**config.mk**
```make
export PLATFORM = sky130hd
export DESIGN_NAME = serial_deserializer
export DESIGN_NICKNAME = d
export VERILOG_FILES = /design/src/rtl/shift_pkg.sv /design/src/rtl/ser_bit_counter.sv /design/src/rtl/serial_deserializer.sv
export SDC_FILE = /design/constraint.sdc
export NUM_CORES = 1
export LEC_CHECK = 0
export ABC_CLOCK_PERIOD_IN_PS = 1550
export CAP_MARGIN = 10
export CORE_ASPECT_RATIO = 1.25
export CORE_MARGIN = 4
export CORE_UTILIZATION = 44
export DETAILED_ROUTE_END_ITERATION = 10
export MAX_ROUTING_LAYER = met4
export PLACE_DENSITY_LB_ADDON = 0.2
export SLEW_MARGIN = 10
export SYNTH_ARGS = -nofsm -noshare
export SYNTH_HDL_FRONTEND = slang
export SYNTH_SLANG_ARGS = --single-unit
```
**constraint.sdc**
```tcl
create_clock -name CLK -period 1.55 [get_ports CLK]
set_input_delay 0.3875 -clock CLK [delete_from_list [all_inputs] [get_ports CLK]]
set_output_delay 0.3875 -clock CLK [all_outputs]
set_load 0.01 [all_outputs]
```
**src/rtl/shift_pkg.sv**
```systemverilog
// Shared encodings for the shifter datapath: shift direction and deserializer FSM states.
package shift_pkg;

  localparam logic DIR_MSB_FIRST = 1'b0;
  localparam logic DIR_LSB_FIRST = 1'b1;

  typedef enum logic {
    ST_IDLE = 1'b0,
    ST_RECV = 1'b1
  } state_t;

endpackage

```
**src/rtl/ser_bit_counter.sv**
```systemverilog
// Bit counter for the deserializer: counts accepted bits, wraps to 0 after the last bit of a word.
module ser_bit_counter #(
  parameter int WIDTH = 8,
  parameter int CNT_W = $clog2(WIDTH)
) (
  input  logic             CLK,
  input  logic             RST,
  input  logic             clr,
  input  logic             inc,
  output logic [CNT_W-1:0] cnt,
  output logic             last
);

  assign last = (cnt == CNT_W'(WIDTH - 1));

  // NOTE: sequential state uses non-blocking assignments so every register samples pre-edge values.
  always_ff @(posedge CLK or posedge RST) begin
    if (RST) begin
      cnt <= '0;
    end else if (clr) begin
      cnt <= '0;
    end else if (inc) begin
      cnt <= last ? '0 : cnt + CNT_W'(1);
    end
  end

endmodule

```
**src/rtl/serial_deserializer.sv**
```systemverilog
// Serial-to-parallel receiver: assembles WIDTH-bit words MSB- or LSB-first into a
// one-entry valid/ready output buffer with a sticky overflow flag.
module serial_deserializer
  import shift_pkg::*;
#(
  parameter  int WIDTH = 8,
  localparam int CNT_W = $clog2(WIDTH)
) (
  input  logic             CLK,
  input  logic             RST,
  input  logic             CLR,
  input  logic             DIR,
  input  logic             SIN,
  input  logic             SIN_VALID,
  output logic [WIDTH-1:0] OUT,
  output logic             OUT_VALID,
  input  logic             OUT_READY,
  output logic             BUSY,
  output logic [CNT_W-1:0] BIT_CNT,
  output logic             OVERFLOW
);

  state_t             state, state_next;
  logic               dir_q;
  logic               dir_eff;
  logic [WIDTH-1:0]   sreg, sreg_next;
  logic               cnt_last;
  logic               word_done;

  // Direction is taken live on the first bit and from the latched copy for the rest of the word.
  assign dir_eff   = (state == ST_IDLE) ? DIR : dir_q;
  assign sreg_next = (dir_eff == DIR_LSB_FIRST) ? {SIN, sreg[WIDTH-1:1]}
                                                : {sreg[WIDTH-2:0], SIN};
  assign word_done = SIN_VALID && (state == ST_RECV) && cnt_last;

  assign BUSY = (state == ST_RECV);

  ser_bit_counter #(
    .WIDTH (WIDTH),
    .CNT_W (CNT_W)
  ) u_bit_counter (
    .CLK  (CLK),
    .RST  (RST),
    .clr  (CLR),
    .inc  (SIN_VALID && !CLR),
    .cnt  (BIT_CNT),
    .last (cnt_last)
  );

  always_ff @(posedge CLK or posedge RST) begin
    if (RST) begin
      state <= ST_IDLE;
    end else begin
      state <= state_next;
    end
  end

  // NOTE: next_state is defaulted first so no path through the case leaves it unassigned (no latch).
  always_comb begin
    state_next = state;
    case (state)
      ST_IDLE: if (SIN_VALID) state_next = ST_RECV;
      ST_RECV: if (word_done) state_next = ST_IDLE;
      default: state_next = ST_IDLE;
    endcase
    if (CLR) state_next = ST_IDLE;
  end

  always_ff @(posedge CLK or posedge RST) begin
    if (RST) begin
      dir_q     <= DIR_MSB_FIRST;
      sreg      <= '0;
      OUT       <= '0;
      OUT_VALID <= 1'b0;
      OVERFLOW  <= 1'b0;
    end else if (CLR) begin
      dir_q     <= DIR_MSB_FIRST;
      sreg      <= '0;
      OUT       <= '0;
      OUT_VALID <= 1'b0;
      OVERFLOW  <= 1'b0;
    end else begin
      if (SIN_VALID) begin
        sreg <= sreg_next;
        if (state == ST_IDLE) dir_q <= DIR;
      end
      // A full buffer that is also being drained this cycle takes the new word with no bubble.
      if (word_done) begin
        if (!OUT_VALID || OUT_READY) begin
          OUT       <= sreg_next;
          OUT_VALID <= 1'b1;
        end else begin
          OVERFLOW  <= 1'b1;
        end
      end else if (OUT_VALID && OUT_READY) begin
        OUT_VALID <= 1'b0;
      end
    end
  end

endmodule

```
* Word level (Yosys, flattened, before mapping) *
Cells that the tools add are included.

operators by class
  add/subtract/negate cells = 1
  $mul = 0
  div/mod/pow operators = 0
  order comparisons = 0
  eq/ne operators = 3
  shifts and indexed selects = 0
  mux-type cells = 23
  bitwise gates (word level) = 1
  reduce and logical (&&, ||, !) cells = 15

operator list
  cell                                                    number
  2-to-1 mux 8 bit                                        6
  2-to-1 mux 1 bit                                        13
  2-to-1 mux 3 bit                                        3
  nonzero test 2 bit                                      4
  AND reduction 2 bit                                     3
  logical AND 1 bit                                       4
  adder 3 x 1 -> 3 bit (second input constant)            1
  equality test 3 bit (second input constant)             1
  inequality test 3 x 2 -> 1 bit (second input constant)  1
  nonzero test 3 bit                                      1
  logical NOT 1 bit                                       2
  inequality test 2 bit (second input constant)           1
  one-hot mux 1 bit (2 select lines)                      1
  logical OR 1 bit                                        1
  NOT 1 bit                                               1

word-level totals
  register bits = 23
  bits in latches = 0
  bits in writable memories = 0
  bits in read-only memories = 0
  memories = 0

* Longest topological paths before layout *
Gate-level depths: netlist of the first run.

  depth after elaboration = 5
  gate-level depth with buffers = 6
  gate-level depth less buffers = 5

* By module *
A second synthesis of the first run with hierarchy kept.

second synthesis, totals
  cell total of the unflattened synthesis = 85
  area, all modules = 1,013.5 um^2

by module, submodules not included
  module               times used  cells each  area an instance (um^2)  sequential area each (um^2)
  serial_deserializer  1           72          858.3                    500.5
  ser_bit_counter      1           13          155.1                    75.1

* Least setup slack after synthesis of the first run *
Ideal clock, no wire load.

  path kind = register to register
  start = register u_bit_counter.cnt[0]
  end = register OUT[0]
  library setup time = 0.078 ns
  arrival = 1.578 ns
  path slack = -0.106 ns
  stages on the path, launching flop included = 6
  cells stage by stage = dfrtp_1 > ha_1 > ha_1 > and3_2 > a21oi_1 > o2bb2ai_1

between the ends
  cells in the longest elaborated chain, start to end = 4

ends and longest elaborated chain
  element                               RTL line                   text
  from (decl)                           ser_bit_counter.sv:10      output logic [CNT_W-1:0] cnt,
  from (signal assigned)                ser_bit_counter.sv:23      cnt <= last ? '0 : cnt + CNT_W'(1);
  equality test 3 bit                   ser_bit_counter.sv:14      assign last = (cnt == CNT_W'(WIDTH - 1));
  logical AND 1 bit                     serial_deserializer.sv:34  assign word_done = SIN_VALID && (state == ST_RECV) && cnt_last;
  nonzero test 2 bit (no source line)   -
  AND reduction 2 bit (no source line)  -
  to (signal assigned)                  serial_deserializer.sv:90  OUT <= sreg_next;
  to (decl)                             serial_deserializer.sv:15  output logic [WIDTH-1:0] OUT,

Every way passes these cells.
A chain may end at the register's enable or synchronous reset.

* Worst setup path after layout of the first run *
  start = register state (netlist: BUSY)
  end = output BUSY

RTL lines
  element                 RTL line                   text
  from (decl)             serial_deserializer.sv:23  state_t state, state_next;
  from (signal assigned)  serial_deserializer.sv:54  state <= state_next;
  to (decl)               serial_deserializer.sv:18  output logic BUSY,

No word-level cell between the ends.

==> results.toml, run 1 <==
[run_status]
status = "complete, no violations"

[worst_setup_path]
worstPathRequired_ns = 1.16
worstPathCellList = "dlygate4sd2_1"
timing.critical_path.arrival_ns = 1.08
worst_r2r_startpoint = "u_bit_counter.cnt[0]"
timing.critical_path.fanout_max = 5
buf_inv_stages_crit_path = 1
crit_path_top_delay_cell = "sky130_fd_sc_hd__dfrtp_2"
worst_setup_path_category = "reg2out"
critical_path.max_stage_delay_ns = 0.48
path_delay_family = "flip-flops"
crit_start = "BUSY"
crit_path_end_kind = "primary output"
critPathLaunchType = "flip-flop"

[floorplan]
die_h_um = 61.53
initial_utilization_pct = 46.11
i_o_pins = 21
placementRows = 19
core-area_um2 = 2187
design.die.area_um2 = 3127
die_width_um = 50.82

[clock_network]
insertion_delay_ns = 0.30
cts.root.buffer_cell = "sky130_fd_sc_hd__clkbuf_4"
max-clock-path-buffers = 2
htree_levels = 1
clkTransAtPathRegs_ns = 0.12
clkSinkCount = 23
cts_tree = "yes"
cts_buffers = 3

[detailed_routing]
dr.pass1.iters = 4
via_count = 770
drc_errors = 0
routed_wl_um = 2181
vias_per_cell = 5.310
antenna_left = 0
dr.first_iter.drc_count = 11
routed_length_per_instance_um = 15.04

[placement]
port_buffers = 20
hpwl_reported_at_the_end_of_detailed_placement_um = 1480
gpl.final_weighted_congestion = 0.7272
postPlaceCellArea_um2 = 1300

[timing]
hold-worst-slack_ns = 0.4034
timing.final.setup_violations = 0
post-route-period-util_pct = 94.93
setup_repair_after_global_routing_missed_its_margin = "true"
timing_max_transition_violations_final = 0
layout_min_cycle_time_ns = 1.471
timing_worst_slew_pin_value_ns = 0.2750
maxClockFrequency_ghz = 0.6796
timing.final.hold_violations = 0
finalClockSkew_ns = 0.003016
max-slew-margin-rel_pct = 81.14

[global_route]
overflow = 0
groute.usage.overall_pct = 15.98
grt_pass1_wl_um = 3574
grt_max_degree = 24
vias_in_the_first_global_route = 824
initial_antenna_violation_count = 0

[cells_and_area]
fillerInstances = 199
mostFrequentLayoutCells = "sky130_fd_sc_hd__dfrtp_1 (22), sky130_fd_sc_hd__nor2_1 (14), sky130_fd_sc_hd__dlygate4sd2_1 (12)"
layout-drive-gt1-share_pct = 22.81
layout_commonest_cell = "sky130_fd_sc_hd__dfrtp_1"
antenna_cells = 0
design_area_um2 = 1398
area_delta_synth_final_pct = 38.59
final_nets = 124

[yosys]
synth.net_count = 95
ys_ff_latch = 23
synth_top_area_share_pct = 57.07
synthCells = 86
yosys_warnings = 0
synth_largest_area_cell = "sky130_fd_sc_hd__dfrtp_1"
synth_sequential_area_ratio_pct = 57.07
synth.distinct_cells = 19
syn-mean-instance-area_um2 = 11.73
yosys-top-cells-area = "sky130_fd_sc_hd__dfrtp_1 (57%), sky130_fd_sc_hd__mux2i_1 (9.9%), sky130_fd_sc_hd__o2bb2ai_1 (6.9%), sky130_fd_sc_hd__a211oi_1 (6.7%), sky130_fd_sc_hd__nor2_1 (5.2%)"
syn_area_um2 = 1008

[job]
timing.max_cap.violations = 0

[power]
p_leak_nw = 0.6914
finalPower_mw = 1.083
ir_drop_mv = 0.6240
pwr_density_cell_nw_per_um2 = 774.9

[min_path]
type_of_the_worst_min_delay_path = "in2async"
[report_power, final]
group | internal [mW] | leakage, nW | switching, mW | total, mW
clock | 0.0963 | 0.0177 | 0.176 | 0.272
sequential | 0.622 | 0.310 | 0.0190 | 0.641
combinational | 0.0836 | 0.363 | 0.0864 | 0.170
[tightest hold or removal path, cell delays in order]
cell and delay [ns]:
sky130_fd_sc_hd__clkdlybuf4s50_1 0.40, sky130_fd_sc_hd__inv_1 0.05, sky130_fd_sc_hd__buf_4 0.27
[cells in the mapped netlist]
master                      instances
sky130_fd_sc_hd__nor2_1            14
sky130_fd_sc_hd__inv_1              2
sky130_fd_sc_hd__buf_1              1
sky130_fd_sc_hd__mux2i_1           10
sky130_fd_sc_hd__nand2b_1           1
sky130_fd_sc_hd__o2bb2ai_1          8
sky130_fd_sc_hd__dfrtp_1           23
sky130_fd_sc_hd__buf_2              1
sky130_fd_sc_hd__or3_1              1
sky130_fd_sc_hd__mux2i_4            1
sky130_fd_sc_hd__a211oi_1           9
sky130_fd_sc_hd__nor3_1             1
sky130_fd_sc_hd__and3_2             1
sky130_fd_sc_hd__clkbuf_1           4
sky130_fd_sc_hd__a21oi_1            4
sky130_fd_sc_hd__nand3_1            1
sky130_fd_sc_hd__nor3b_1            1
sky130_fd_sc_hd__nor2b_1            1
sky130_fd_sc_hd__ha_1               2
[stage by stage]
step                      cells  setup slack [ns]  setup TNS [ns]  util (%)
after floorplan              86           0.02680               0         -
after global placement      139           -0.1872          -2.084     59.44
after detailed placement    139           -0.2171          -2.319     59.44
after CTS                   144          0.001568               0     60.64
after global routing        145          -0.02103        -0.06685     63.90
final                       145           0.07852               0     63.90
[cell type report]
type                    count  area (um2)  area share, %
repair buffers             30       285.3          20.41
multi-input cells          55       461.7          33.03
well taps                  31       38.79          2.775
inverters                   2       7.507         0.5372
clock inverters             1       5.005         0.3581
clock buffers               3       22.52          1.611
flip-flops and latches     23       576.8          41.27
[routing by layer]
metal  part of all wire, %  track usage, %
met5                     0               -
met4                  0.96           6.923
met3                   4.2           2.663
met2                    49           27.80
met1                    46           18.34
[state kept, by name, summed over array words and instances, names as in the netlist]
signal	count
dir_q	1
OVERFLOW	1
sreg	8
u_bit_counter.cnt	3
OUT_VALID	1
OUT	8
BUSY	1
[worst paths after layout]
kind,to,slack (ns),depth (start not counted)
min in group CLK,OVERFLOW,0.51,2
max in group asynchronous,BUSY,0.91,3
worst min-delay path,dir_q,0.40,3
worst min register to register,OVERFLOW,0.51,2
worst max register to register,OUT[5],0.09,6
worst max-delay path,BUSY,0.08,1
[timing repair]
| item | 4_1_cts | 5_1_grt |
|---|---|---|
| hold buffers | 0 | 0 |
| endpoints found under the setup margin | 22 | 11 |
| pin swaps | 1 | 1 |
| resized for setup | 16 | 11 |
| setup buffers | 1 | 1 |
[cells by family after synthesis]
group | after synthesis | share of synthesized area (%)
DFF | 23 | 57.07
AOI/OAI and AO/OA | 21 | 15.63
adders and majority gates | 2 | 2.481
and+or+nand+nor | 21 | 9.554
buffers and inverters | 8 | 3.101
muxes | 11 | 12.16
Power figures use the tool's default switching activity.
==> run 2: changes to the inputs <==
- SLEW_MARGIN: 10 -> unset
==> results of run 2 <==
Final layout, timing and power as in run 1 (identical DEF).
